**src/rtl/pipelined_shifter.sv**
```systemverilog
// pipelined_shifter: log-stage barrel shifter (SLL/SRL/SRA/ROR), one register
// per shift-amount bit, valid/ready handshake with whole-pipe stall and tag.
// Ports: clk, rst (async, active-high), flush (sync clear),
//   in_valid/in_ready/in_op/in_data/in_shamt/in_tag (operation in),
//   out_valid/out_ready/out_data/out_tag (result out).
// Optional macro SHIFTER_FLAGS_EN adds out_zero and out_carry.
module pipelined_shifter #(
   parameter int WIDTH = 32,
   parameter int SHW   = 32,
   parameter int TAG_W = 5
) (
   input  logic             clk,
   input  logic             rst,
   input  logic             flush,
   input  logic             in_valid,
   output logic             in_ready,
   input  logic [1:0]       in_op,
   input  logic [WIDTH-1:0] in_data,
   input  logic [SHW-1:0]   in_shamt,
   input  logic [TAG_W-1:0] in_tag,
   output logic             out_valid,
   input  logic             out_ready,
   output logic [WIDTH-1:0] out_data,
   output logic [TAG_W-1:0] out_tag
`ifdef SHIFTER_FLAGS_EN
   ,
   output logic             out_zero,
   output logic             out_carry
`endif
);

   localparam int L = $clog2(WIDTH);

   localparam logic [1:0] OP_SLL = 2'b00;
   localparam logic [1:0] OP_SRL = 2'b01;
   localparam logic [1:0] OP_SRA = 2'b10;
   localparam logic [1:0] OP_ROR = 2'b11;

   typedef struct packed {
      logic             v;
      logic [WIDTH-1:0] data;
      logic [1:0]       op;
      logic [TAG_W-1:0] tag;
      logic             sat;
      logic             sgn;
      logic [L-1:0]     sh;
`ifdef SHIFTER_FLAGS_EN
      logic             cy;
`endif
   } stage_t;

   stage_t st_q [L];
   stage_t st_d [L];
   stage_t src  [L];
   stage_t in_s;

   logic adv;
   logic over;
   logic eq_w;

   assign adv      = !out_valid || out_ready;
   assign in_ready = adv;

   // over: shamt >= WIDTH; eq_w: shamt == WIDTH exactly
   assign over = (in_shamt >> L) != '0;
   assign eq_w = ((in_shamt >> L) == SHW'(1)) &&
                 (in_shamt[L-1:0] == '0);

   // Acceptance: saturation resolved here, so stages never shift a
   // saturated operand.
   always_comb begin
      in_s      = '0;
      in_s.v    = in_valid && in_ready;
      in_s.data = in_data;
      in_s.op   = in_op;
      in_s.tag  = in_tag;
      in_s.sgn  = in_data[WIDTH-1];
      in_s.sh   = in_shamt[L-1:0];
      in_s.sat  = over && (in_op != OP_ROR);
      if (in_s.sat) begin
         if (in_op == OP_SRA && in_s.sgn)
            in_s.data = '1;
         else
            in_s.data = '0;
      end
`ifdef SHIFTER_FLAGS_EN
      if (in_s.sat) begin
         unique case (in_op)
            OP_SLL:  in_s.cy = eq_w && in_data[0];
            OP_SRL:  in_s.cy = eq_w && in_data[WIDTH-1];
            default: in_s.cy = in_s.sgn;
         endcase
      end
`endif
   end

   // Stage k shifts by 2^(L-1-k). The carry is overwritten by each stage
   // that actually shifts, so the last shifting stage leaves the final
   // shifted-out bit (for ROR that is also result[WIDTH-1]).
   always_comb begin
      logic [2*WIDTH-1:0] wide;
      logic [WIDTH-1:0]   hi;
      int                 b;
      src[0] = in_s;
      for (int k = 1; k < L; k++)
         src[k] = st_q[k-1];
      for (int k = 0; k < L; k++) begin
         b        = 1 << (L - 1 - k);
         st_d[k]  = src[k];
         hi       = '0;
         wide     = '0;
         if (!src[k].sat && src[k].sh[L-1-k]) begin
            if (src[k].op == OP_SLL) begin
               st_d[k].data = src[k].data << b;
`ifdef SHIFTER_FLAGS_EN
               st_d[k].cy = src[k].data[WIDTH-b];
`endif
            end else begin
               if (src[k].op == OP_ROR)
                  hi = src[k].data;
               else if (src[k].op == OP_SRA)
                  hi = {WIDTH{src[k].sgn}};
               wide = {hi, src[k].data} >> b;
               st_d[k].data = wide[WIDTH-1:0];
`ifdef SHIFTER_FLAGS_EN
               st_d[k].cy = src[k].data[b-1];
`endif
            end
         end
      end
   end

`ifdef SHIFTER_FLAGS_EN
   logic zero_q;
   logic zero_d;

   assign zero_d = (st_d[L-1].data == '0);
`endif

   always_ff @(posedge clk or posedge rst) begin
      if (rst) begin
         for (int k = 0; k < L; k++)
            st_q[k] <= '0;
`ifdef SHIFTER_FLAGS_EN
         zero_q <= 1'b0;
`endif
      end else begin
         if (adv) begin
            for (int k = 0; k < L; k++)
               st_q[k] <= st_d[k];
`ifdef SHIFTER_FLAGS_EN
            zero_q <= zero_d;
`endif
         end
         if (flush) begin
            for (int k = 0; k < L; k++)
               st_q[k].v <= 1'b0;
         end
      end
   end

   assign out_valid = st_q[L-1].v;
   assign out_data  = st_q[L-1].data;
   assign out_tag   = st_q[L-1].tag;
`ifdef SHIFTER_FLAGS_EN
   assign out_zero  = zero_q;
   assign out_carry = st_q[L-1].cy;
`endif

endmodule
```
**config.mk**
```make
export PLATFORM = sky130hd
export DESIGN_NAME = pipelined_shifter
export DESIGN_NICKNAME = d
export VERILOG_FILES = /design/src/rtl/pipelined_shifter.sv
export SDC_FILE = /design/constraint.sdc
export NUM_CORES = 1
export LEC_CHECK = 0
export CORE_ASPECT_RATIO = 2
export CORE_MARGIN = 2
export CORE_UTILIZATION = 45
export DETAILED_ROUTE_END_ITERATION = 16
export DONT_BUFFER_PORTS = 1
export PLACE_DENSITY_LB_ADDON = 0.25
export SYNTH_ARGS = -nofsm -noshare
export SYNTH_HDL_FRONTEND = slang
export SYNTH_SLANG_ARGS = --single-unit
```
**constraint.sdc**
```tcl
create_clock -name clk -period 12.85 [get_ports clk]
set_input_delay 1.285 -clock clk [delete_from_list [all_inputs] [get_ports clk]]
set_output_delay 1.285 -clock clk [all_outputs]
set_load 0.02 [all_outputs]
```
# == Yosys cells after proc, flatten, opt, wreduce, memory -nomap -nowiden ==
# Cells that the tools add are included.
# totals
ff_bits,235
latch_bits,0
mem_bits_rw,0
romBits,0
inputBits,76
output_inout_bits,39
word_cells,96
mem_count,0
# op_classes
n_addsub,0
multipliers,0
div,0
order_cmp,0
eq_ne,11
n_shift,0
muxes,28
n_bitwise,0
reduce_logical,22
# ops
cell,count
32-bit 2-to-1 mux,12
235-bit 2-to-1 mux,1
16-bit 2-to-1 mux,2
32-bit nonzero test,1
"2-bit == test, second input constant",10
8-bit 2-to-1 mux,2
2-bit zero test,5
1-bit logical AND,8
4-bit 2-to-1 mux,2
1-bit 2-to-1 mux,7
1-bit zero test,6
2-bit 2-to-1 mux,2
"2-bit inequality test, second input constant",1
2-bit nonzero test,1
1-bit logical OR,1

# == Logic depth before layout (Yosys ltp) ==
# logic_depth
depth_word,9
mapped_depth,8
mapped_depth_nobuf,6

# == Worst setup path before layout ==
# Ideal clock, no wire load.
# synth_path
path_type,in2out
startpoint,in out_ready
endpoint,out in_ready
t_arrival_ps,2139
required_ps,11565
slack_ps,9426
path_stages,4
n_path_buf,2
cell_sequence,nor2b_1 > clkinv_1 > clkbuf_1 > clkbuf_1
# synth_between
elab_chain_cells,1
# synth_lines
item,line_no,text
start: declaration,22,"input logic out_ready,"
1-bit logical OR,61,assign adv = !out_valid || out_ready;
end: declaration,16,"output logic in_ready,"
# Every way passes these cells.

# == Final worst setup path ==
# layout_path
startpoint,in out_ready
endpoint,reg st_q (netlist bit src[177])
# layout_between
elab_chain_cells,1
# layout_lines
item,line_no,text
1-bit logical OR,61,
via in_ready,16,
end signal: indexed assignment,150,st_q[k] <= st_d[k];
end: declaration,52,stage_t st_q [L];
# The timed path passes the listed nets, and every way through them passes these cells.
# A chain may end at the register's enable or synchronous reset.

==> run metrics <==
GP Congestion 0.863; H-Tree Depth 1; die width 115 µm; GRT busiest layer met2; RSZ-0062 raised after global routing no; post-cts resize count 0; clk buf depth 3; Power Dens Cells approximately 140 nW/µm²; EDFF count, synth 0; # port buffers 0; min Tclk post-route 4.16 ns; power after layout 1.64 mW; final core occ 0.485; hold_ws ~0.46 ns; first-pass GRT wire length around 44,000 µm; status complete, no violations; Worst EP arrival about 4.5 ns; layout overhead on the synthesized area 5.99%; Syn Inst Count roughly 1,400; Die Y-Extent approximately 230 µm; post-route ant nets 0; length of the first detailed-routing pass in iterations 5; Layout Nets approximately 1,400; Row Count 81; share of async-settable or async-resettable flops after synthesis 1.00; fmax 0.240 GHz; Seq cells post-synth ~220; post-synth cell types 48; Vias/cell 5.57; crit path capture type flop; Max-slew headroom 0.215; Finish-stage setup viols 0; Seq/Total Area, Yosys 0.484; multi-input logic area between 5000 and 6000 µm²; Reg clk slew, reported paths about 0.060 ns; number of global-route vias before repair a little under 9,000; total wire length 26,800 µm; leakage 4.75 nW; DRC viols 0; ys flop type dfrtp_1; Final Instance Area roughly 12,000 µm²; Hold Buf Count CTS 0; Fin. Hold Viols 0; CTS buffer count 21; layout cell share with drive strength beyond 1 0.0591; met2 GRT Util 0.376; met1 GRT Util 0.238; GRT Overall Usage 0.207; Post-DP Area between 10,000 and 15,000 µm²; initial antenna violation count 0; commonest non-fill, non-tap cells in the layout 416 x nand2_1, 227 x o21ai_0, 216 x dfrtp_1; clk sink count approximately 220; Yosys top cell by area dfrtp_1; core footprint 24,400 µm²; CTS tree built; Clock Skews ~0.021 ns; DRT iter0 DRCs about 580; fillers roughly 2,400; Yosys warning count 0; syn nets approximately 1,500; Root Driver clkbuf_16; critical path launch point type primary input; IO Pins approximately 120; Die ar. between 20,000 and 30,000 µm²; Ant. Diodes 0; most common cell after layout, fill and taps aside nand2_1; Starting Density 0.457; Tcrit/Tclk final 0.324; WL/cell about 16 µm; Mean Syn Cell Area approximately 8.0 µm²; VDD IR max 0.0954 mV; clk_lat worst skew slightly above 0.5 ns; FF/Latch Area ~5400 µm²; max cap viols 0; largest net degree at the start of global routing ~130; met3 usage 0.0243; Worst Hold Class reg2reg; Post-Syn Area between 10,000 and 15,000 µm²; Setup CP Type in2reg; crit-path max FO between 80 and 90; Final Max Slew Viols 0; Worst Tran Pin Value about 1.2 ns; routed via count 9,194; DP Wirelength 18,500 µm; WP data required 13.18 ns; GR Overflow Total 0; Post-CTS Repair Setup Buffers 0; setup TNS 0 ns; dominant cells by area after synthesis dfrtp_1 48%, nand2_1 14%, o21ai_0 10%; post-synth top area share 0.484
==> power breakdown <==
group | internal (mW) | switching (mW) | total [mW]
Sequential | 0.756 | 0.108 | 0.864
Combinational | 0.0664 | 0.0988 | 0.165
Clock | 0.355 | 0.251 | 0.606
Total | 1.18 | 0.458 | 1.64
==> per-stage QoR <==
step,cells,setup WS (ns)
after detailed placement,1618,8.12
final,1651,8.69
after global placement,1618,8.25
after floorplan,1391,5.66
after global routing,1651,8.41
after CTS,1651,8.65
==> path summary, 6_finish.rpt <==
check	slack (ns)	depth (start not counted)	to	start
setup / recovery	8.69	8	src[177]	out_ready
hold / removal	0.46	2	src[6]	src[6]
setup reg to reg	8.89	8	src[177]	out_valid
hold reg to reg	0.46	2	src[6]	src[6]
max in group asynchronous	10.46	2	src[187]	rst
min in group asynchronous	0.77	1	src[84]	rst
==> synthesized netlist by cell type, drive strengths merged, types with 9 or more instances <==
cell type / instances
a21boi: 16
a21oi: 172
a221oi: 15
a32oi: 16
buf: 22
clkbuf: 94
dfrtp: 216
inv: 18
nand2: 426
nand2b: 9
nand3: 22
nor2: 40
o211ai: 16
o21ai: 245
o22a: 16
==> layout make-up <==
class,instances,area share
Sequential cell,216,0.457
Multi-Input combinational cell,1039,0.439
Clock buffer,28,0.0491
Tap cell,332,0.0351
Timing Repair Buffer,12,0.00761
Inverter,19,0.00676
Clock inverter,5,0.00634
==> cells by family (layout without fill, tap and decap cells) <==
| family | count (synthesis) | count (layout) | share of synthesized area |
|---|---|---|---|
| DFF | 216 | 216 | 0.484 |
| and+or+nand+nor | 517 | 517 | 0.189 |
| buffers and inverters | 136 | 64 | 0.0529 |
| AOI/OAI and AO/OA | 516 | 516 | 0.269 |
| muxes | 6 | 6 | 0.00538 |
==> layer usage <==
layer | vias to the layer above | wire length, µm
met3 | 56 | 943
met2 | 215 | 14200
li1 | 4605 | -
met5 | - | 0
met1 | 4318 | 10600
met4 | 0 | 1070
==> state kept, by name (all words and copies together), names as in the netlist <==
register   cells
src          178
out_data      32
out_tag        5
out_valid      1
==> worst max-delay path, stage by stage <==
cell,delay [ns]
nor2b_4,0.02
buf_4,0.33
clkinv_2,0.33
buf_4,0.76
nand4_1,0.26
o22ai_2,0.52
and3_1,0.76
a32oi_1,0.14
No activity file was read; power rests on OpenSTA's default activity.
